==> config.mk <==
export PLATFORM = sky130hd
export DESIGN_NAME = sigmoid_backward
export DESIGN_NICKNAME = d
export VERILOG_FILES = /design/src/rtl/sigmoid_backward.sv
export SDC_FILE = /design/constraint.sdc
export NUM_CORES = 1
export LEC_CHECK = 0
export ABC_AREA = 1
export CORE_ASPECT_RATIO = 1.4
export CORE_MARGIN = 2
export CORE_UTILIZATION = 55
export CTS_BUF_LIST = sky130_fd_sc_hd__clkbuf_16
export DETAILED_ROUTE_END_ITERATION = 8
export GPL_TIMING_DRIVEN = 0
export PLACE_DENSITY = 0.83
export SLEW_MARGIN = 20
export SYNTH_ARGS = -nofsm -noshare
export SYNTH_HDL_FRONTEND = slang
export SYNTH_SLANG_ARGS = --single-unit
==> constraint.sdc <==
create_clock -name clk -period 4.4 [get_ports clk]
set_input_delay 1.1 -clock clk [delete_from_list [all_inputs] [get_ports clk]]
set_output_delay 1.1 -clock clk [all_outputs]
set_load 0.02 [all_outputs]
==> src/rtl/sigmoid_backward.sv <==
// sigmoid_backward
//   Streaming backward pass of a sigmoid layer: dx = g * y * (1 - y).
//   y (unsigned Q8.8, stored forward output) and g (signed Q8.8, upstream
//   gradient) enter together; dx leaves three cycles later. Valid/ready on
//   both sides, a last flag for framing, and per-frame element counting.
//
// Ports
//   clk, reset        clock, synchronous active-high reset
//   in_valid/in_ready input handshake (in_ready is combinational)
//   in_y, in_grad     forward output y, upstream gradient g
//   in_last           final element of a frame
//   out_valid/ready   output handshake
//   out_grad, out_last  dx and its delayed last flag
//   elem_count        output handshakes so far in the current frame
//   frame_len         element count of the most recently completed frame
//   frame_done        one-cycle pulse after the last handshake of a frame
module sigmoid_backward #(
    parameter int DATA_WIDTH  = 16,
    parameter int FRACT_WIDTH = 8,
    parameter int CNT_WIDTH   = 16
) (
    input  logic                  clk,
    input  logic                  reset,
    input  logic                  in_valid,
    output logic                  in_ready,
    input  logic [DATA_WIDTH-1:0] in_y,
    input  logic [DATA_WIDTH-1:0] in_grad,
    input  logic                  in_last,
    output logic                  out_valid,
    input  logic                  out_ready,
    output logic [DATA_WIDTH-1:0] out_grad,
    output logic                  out_last,
    output logic [CNT_WIDTH-1:0]  elem_count,
    output logic [CNT_WIDTH-1:0]  frame_len,
    output logic                  frame_done
);

    // y*(1-y) peaks at 0.25, so the floored product needs FRACT_WIDTH-1 bits.
    localparam int YW  = FRACT_WIDTH + 1;
    localparam int DW  = 2 * YW;
    localparam int D8W = FRACT_WIDTH - 1;
    localparam int PW  = DATA_WIDTH + D8W + 1;

    localparam logic [YW-1:0] ONE = {1'b1, {FRACT_WIDTH{1'b0}}};
    localparam logic [DATA_WIDTH-1:0] ONE_WIDE = {{(DATA_WIDTH-YW){1'b0}}, ONE};
    localparam logic signed [PW-1:0] HALF =
        {{(PW-FRACT_WIDTH){1'b0}}, 1'b1, {(FRACT_WIDTH-1){1'b0}}};

    logic en;
    logic hs;

    // stage 1
    logic                  v1;
    logic [YW-1:0]         yc1;
    logic [YW-1:0]         om1;
    logic [DATA_WIDTH-1:0] g1;
    logic                  l1;

    // stage 2
    logic                  v2;
    logic [D8W-1:0]        d8_2;
    logic [DATA_WIDTH-1:0] g2;
    logic                  l2;

    // stage 3 is the output register
    logic                  v3;

    // combinational stage inputs
    logic [YW-1:0]         yc_c;
    logic [YW-1:0]         om_c;
    logic [DW-1:0]         d_c;
    logic [D8W-1:0]        d8_c;
    logic signed [PW-1:0]  pa_c;
    logic signed [PW-1:0]  pb_c;
    logic signed [PW-1:0]  p_c;
    logic signed [PW-1:0]  r_c;

    assign en        = !v3 || out_ready;
    assign in_ready  = en;
    assign out_valid = v3;
    assign hs        = v3 && out_ready;

    always_comb begin
        yc_c = ONE;
        if (in_y <= ONE_WIDE) begin
            yc_c = YW'(in_y);
        end
        om_c = ONE - yc_c;
    end

    always_comb begin
        d_c  = {{YW{1'b0}}, yc1} * {{YW{1'b0}}, om1};
        d8_c = D8W'(d_c >> FRACT_WIDTH);
    end

    // Signed gradient times non-negative d8; adding half an LSB before the
    // arithmetic shift rounds ties toward +inf.
    always_comb begin
        pa_c = {{(D8W+1){g2[DATA_WIDTH-1]}}, g2};
        pb_c = {{(DATA_WIDTH+1){1'b0}}, d8_2};
        p_c  = pa_c * pb_c;
        r_c  = (p_c + HALF) >>> FRACT_WIDTH;
    end

    always_ff @(posedge clk) begin
        if (reset) begin
            v1       <= 1'b0;
            v2       <= 1'b0;
            v3       <= 1'b0;
            yc1      <= '0;
            om1      <= '0;
            g1       <= '0;
            l1       <= 1'b0;
            d8_2     <= '0;
            g2       <= '0;
            l2       <= 1'b0;
            out_grad <= '0;
            out_last <= 1'b0;
        end else if (en) begin
            v1 <= in_valid;
            v2 <= v1;
            v3 <= v2;
            if (in_valid) begin
                yc1 <= yc_c;
                om1 <= om_c;
                g1  <= in_grad;
                l1  <= in_last;
            end
            if (v1) begin
                d8_2 <= d8_c;
                g2   <= g1;
                l2   <= l1;
            end
            // Output data only changes when a real element arrives, so it
            // holds across bubbles as well as stalls.
            if (v2) begin
                out_grad <= DATA_WIDTH'(r_c);
                out_last <= l2;
            end
        end
    end

    always_ff @(posedge clk) begin
        if (reset) begin
            elem_count <= '0;
            frame_len  <= '0;
            frame_done <= 1'b0;
        end else begin
            frame_done <= 1'b0;
            if (hs) begin
                if (out_last) begin
                    frame_len  <= elem_count + CNT_WIDTH'(1);
                    elem_count <= '0;
                    frame_done <= 1'b1;
                end else begin
                    elem_count <= elem_count + CNT_WIDTH'(1);
                end
            end
        end
    end

endmodule

==> key figures <==
Drt
  • Vias per inst: roughly 5.3
  • DRC: 0
  • DRT antenna net count: 0
  • Drt total wl: around 32000 um
  • Iter 0 DRT Violations: 704
  • Drt first pass iters: 7
  • Routed len/inst: 15.5 um
  • Via count: 10800

STA
  • Minimum clock period: 4.46 ns
  • Slew Viols, Final: 0
  • Slew margin rel.: 49.5%
  • Final period util: 101%
  • Hold Fails Final Rpt: 0
  • RSZ-0062 raised after global routing: yes
  • FMAX: between 200 and 250 MHz
  • Slew @ Worst Pin: roughly 0.76 ns
  • Fin worst setup slack: -0.0570 ns
  • Setup violations, final: 1
  • Clock skew: 0.0188 ns

Placement
  • Placer Congestion: 0.946
  • Pre-CTS setup slack: -0.729 ns
  • Placed cells: roughly 2000
  • Port-buffer cells: 88
  • Post-DP HPWL: 24000 um

Flow run
  • MaxCap Viol Count: 0

Synth
  • Top post-synthesis cells by area: fa_1 22%, dfxtp_1 19%, inv_1 14%
  • Synth warn: 0
  • Distinct cell type count after synthesis: 44
  • Synthesized area: 11800 sq um
  • #FFs+latches synth: ~110
  • Post-synth top area cell: fa_1
  • Post-synthesis sequential area ratio: a little under a fifth
  • Mapped Cells: 1695
  • Number of flops mapped to enable cells by yosys: 0
  • Synth Area per Inst: between 6 and 7 sq um
  • Top_reg_cell synth: dfxtp_1
  • Async set-or-reset flop fraction in the synthesized netlist: 0%
  • Post-synth top area share: 22.5%
  • Synthesized Nets: between 1500 and 2000

Floorplan
  • Die height: 177 um
  • IO Pins: 89
  • # rows: 63
  • Starting Density: 55.9%
  • Die W: between 100 and 150 um
  • Core ar.: 21000 sq um
  • DIE AREA: 22600 sq um

Critical path
  • Most frequent cell on the critical path: nand2_1
  • CP max stage delay: 0.55 ns
  • Worst Setup Start Kind: flop
  • Number of cells on the critical path: 20
  • Crit Path Max Fanout: 8
  • CP required: 4.68 ns
  • Critical Path, Cell by Cell: buf_8, buf_4, nand2_1, fa_1, fa_1, inv_1, fa_1, inv_1, fa_1, inv_1, ha_4, a21oi_2, o21bai_2, o21bai_4, nand2_1, nand2_1, nand2_1, nand3_1, nand2_1, inv_1
  • Crit path capture type: flop
  • CP delay by family, top: adder cells
  • Number of cells on the worst reg-to-reg path: 20
  • Slowest stage cell on the critical path: fa_1
  • Crit path DAT: 4.74 ns
  • WS Path Type: reg -> reg
  • Crit path buf inv count: 6

Power
  • Power density over the cells: 194 nW/um^2
  • Maximum vdd drop: roughly 0.21 mV
  • Leakage: 7.58 nW

Final layout
  • Post-Route Utilization: 65.6%
  • Synth-to-Final Area Change: 17.5%
  • Layout cells sized above 1: roughly 11%
  • Filler cell count: 1714
  • Nets@finish: roughly 2000
  • Final instance count without filler cells: 2048
  • N_diodes: 0

Worst hold path
  • Min-Delay Path Class: reg -> reg
  • WHS Path Cells: 2

Clock tree
  • Skew-Pair Late Insertion Delay: 0.37 ns
  • CTS tree: done
  • Clk slew on worst S/H paths: 0.09 ns
  • Post-CTS Hold Buffers: 0
  • Clk sink count: 111
  • Htree depth: 3
  • CTS Buf Count: 9
  • CTS Buffer Depth: 2
  • Clock Tree Root: clkbuf_16

Global routing
  • Global router's overall resource usage: about 28%
  • Gr ovfl total: 0
  • Vias in the first global route: 11100
  • First-pass GRT wire length: around 50000 um
  • Antenna violations before repair: 0
  • Largest net degree at the start of global routing: 22

Outcome
  • Failing checks: negative setup slack
  • Status: finished, violations left
## tightest hold or removal path, cell delays in order (launching register included)
cell,delay [ns]
dfxtp_1,0.33
nor2_1,0.04
nor2_1,0.08
## report_power, final
group | total [mW] | leakage, nW | internal (mW) | switching (mW)
clock | 0.907 | 0.154 | 0.460 | 0.447
sequential | 1.12 | 0.917 | 1.05 | 0.0659
combinational | 0.656 | 6.51 | 0.264 | 0.392
total | 2.68 | 7.58 | 1.78 | 0.905
## cell families (layout without fill, tap and decap cells)
kind of cell / count (synthesis) / after routing / synth area share (%)
AND/OR/NAND/NOR: 652 / 652 / 22.6
flip-flops: 111 / 111 / 18.9
buffers and inverters: 512 / 605 / 16.9
AO/OA/AOI/OAI: 179 / 179 / 8.23
XOR/XNOR: 26 / 26 / 2.06
adder cells (fa/ha/maj): 215 / 215 / 31.3
## routing by layer
layer	track usage (%)	vias to the layer above	share of wire, %
met2	52.7	434	53
met1	30.8	5122	36
met4	12.7	0	5.0
met3	4.69	131	6.3
met5	0	-	0
li1	-	5157	-
## path summary, 6_finish.rpt
check / from / endpoint / slack (ns)
max: d8_2[4] / out_grad[4] / -0.06
min: g1[1] / g1[1] / 0.48
max reg2reg: d8_2[4] / out_grad[4] / -0.06
min reg2reg: g1[1] / g1[1] / 0.48
## sequential cells by signal, indices dropped and copies added, names as in the netlist, 7 cells and up
signal	count
d8_2	7
elem_count	16
frame_len	16
g1	16
g2	16
om1	8
out_grad	16
yc1	9
## through the flow
step           power (mW)  instance area, sq um  hold slack [ns]  setup TNS (ns)
3_5_place_dp         1.70                 13000            0.462           -9.71
3_3_place_gp         1.69                 13000            0.452           -9.06
2_1_floorplan        1.50                 11800            0.443               0
6_report             2.68                 13800            0.483         -0.0570
4_1_cts              2.61                 13300            0.484               0
5_1_grt              2.81                 13800            0.515          -0.634
## placed cells by master, fill, tap and decap left out, types with 9 or more instances in the layout
master           instances
nand4_1                 11
inv_1                  417
inv_2                   18
nand2_1                356
ha_1                    65
fa_1                   130
clkbuf_16                9
nor2_2                  12
xor2_1                  18
nand3_1                 51
buf_4                   22
clkdlybuf4s50_1         88
dfxtp_2                 13
o21ai_1                 11
ha_4                    14
dfxtp_1                 92
nand2_2                 23
a21oi_1                 53
buf_2                   17
o21ai_0                 78
clkbuf_1                15
a21oi_2                 12
nor2_1                 173
## Yosys cell counts, types with 5 or more instances
cell type and number:
inv_1 424, nand2_1 373, nor2_1 180, fa_1 132, dfxtp_1 111, ha_1 83
o21ai_0 82, a21oi_1 65, nand3_1 54, clkbuf_1 49, buf_2 19, xor2_1 18
inv_2 11, nand4_1 11, o21ai_1 8, nor3_1 7, buf_4 6, nand2_2 6
o21bai_1 6, xnor2_1 6, nor2_2 5
## cell type report
type | count | area (sq um) | area share [%]
Multi-Input combinational cell | 1072 | 7950 | 57.5
Clock buffer | 9 | 225 | 1.63
Timing Repair Buffer | 103 | 993 | 7.19
Buffer | 50 | 323 | 2.34
Clock inverter | 7 | 98.8 | 0.716
Sequential cell | 111 | 2260 | 16.4
Tap cell | 260 | 325 | 2.36
Inverter | 436 | 1640 | 11.9
## repair_timing
item | CTS | global route
pin swaps | 1 | 34
cloned | 0 | 0
endpoints found under the hold margin | 0 | 0
buffers inserted | 0 | 15
setup endpoints to repair | 22 | 21
gates resized for setup | 44 | 102
No activity file was read; power rests on OpenSTA's default activity.
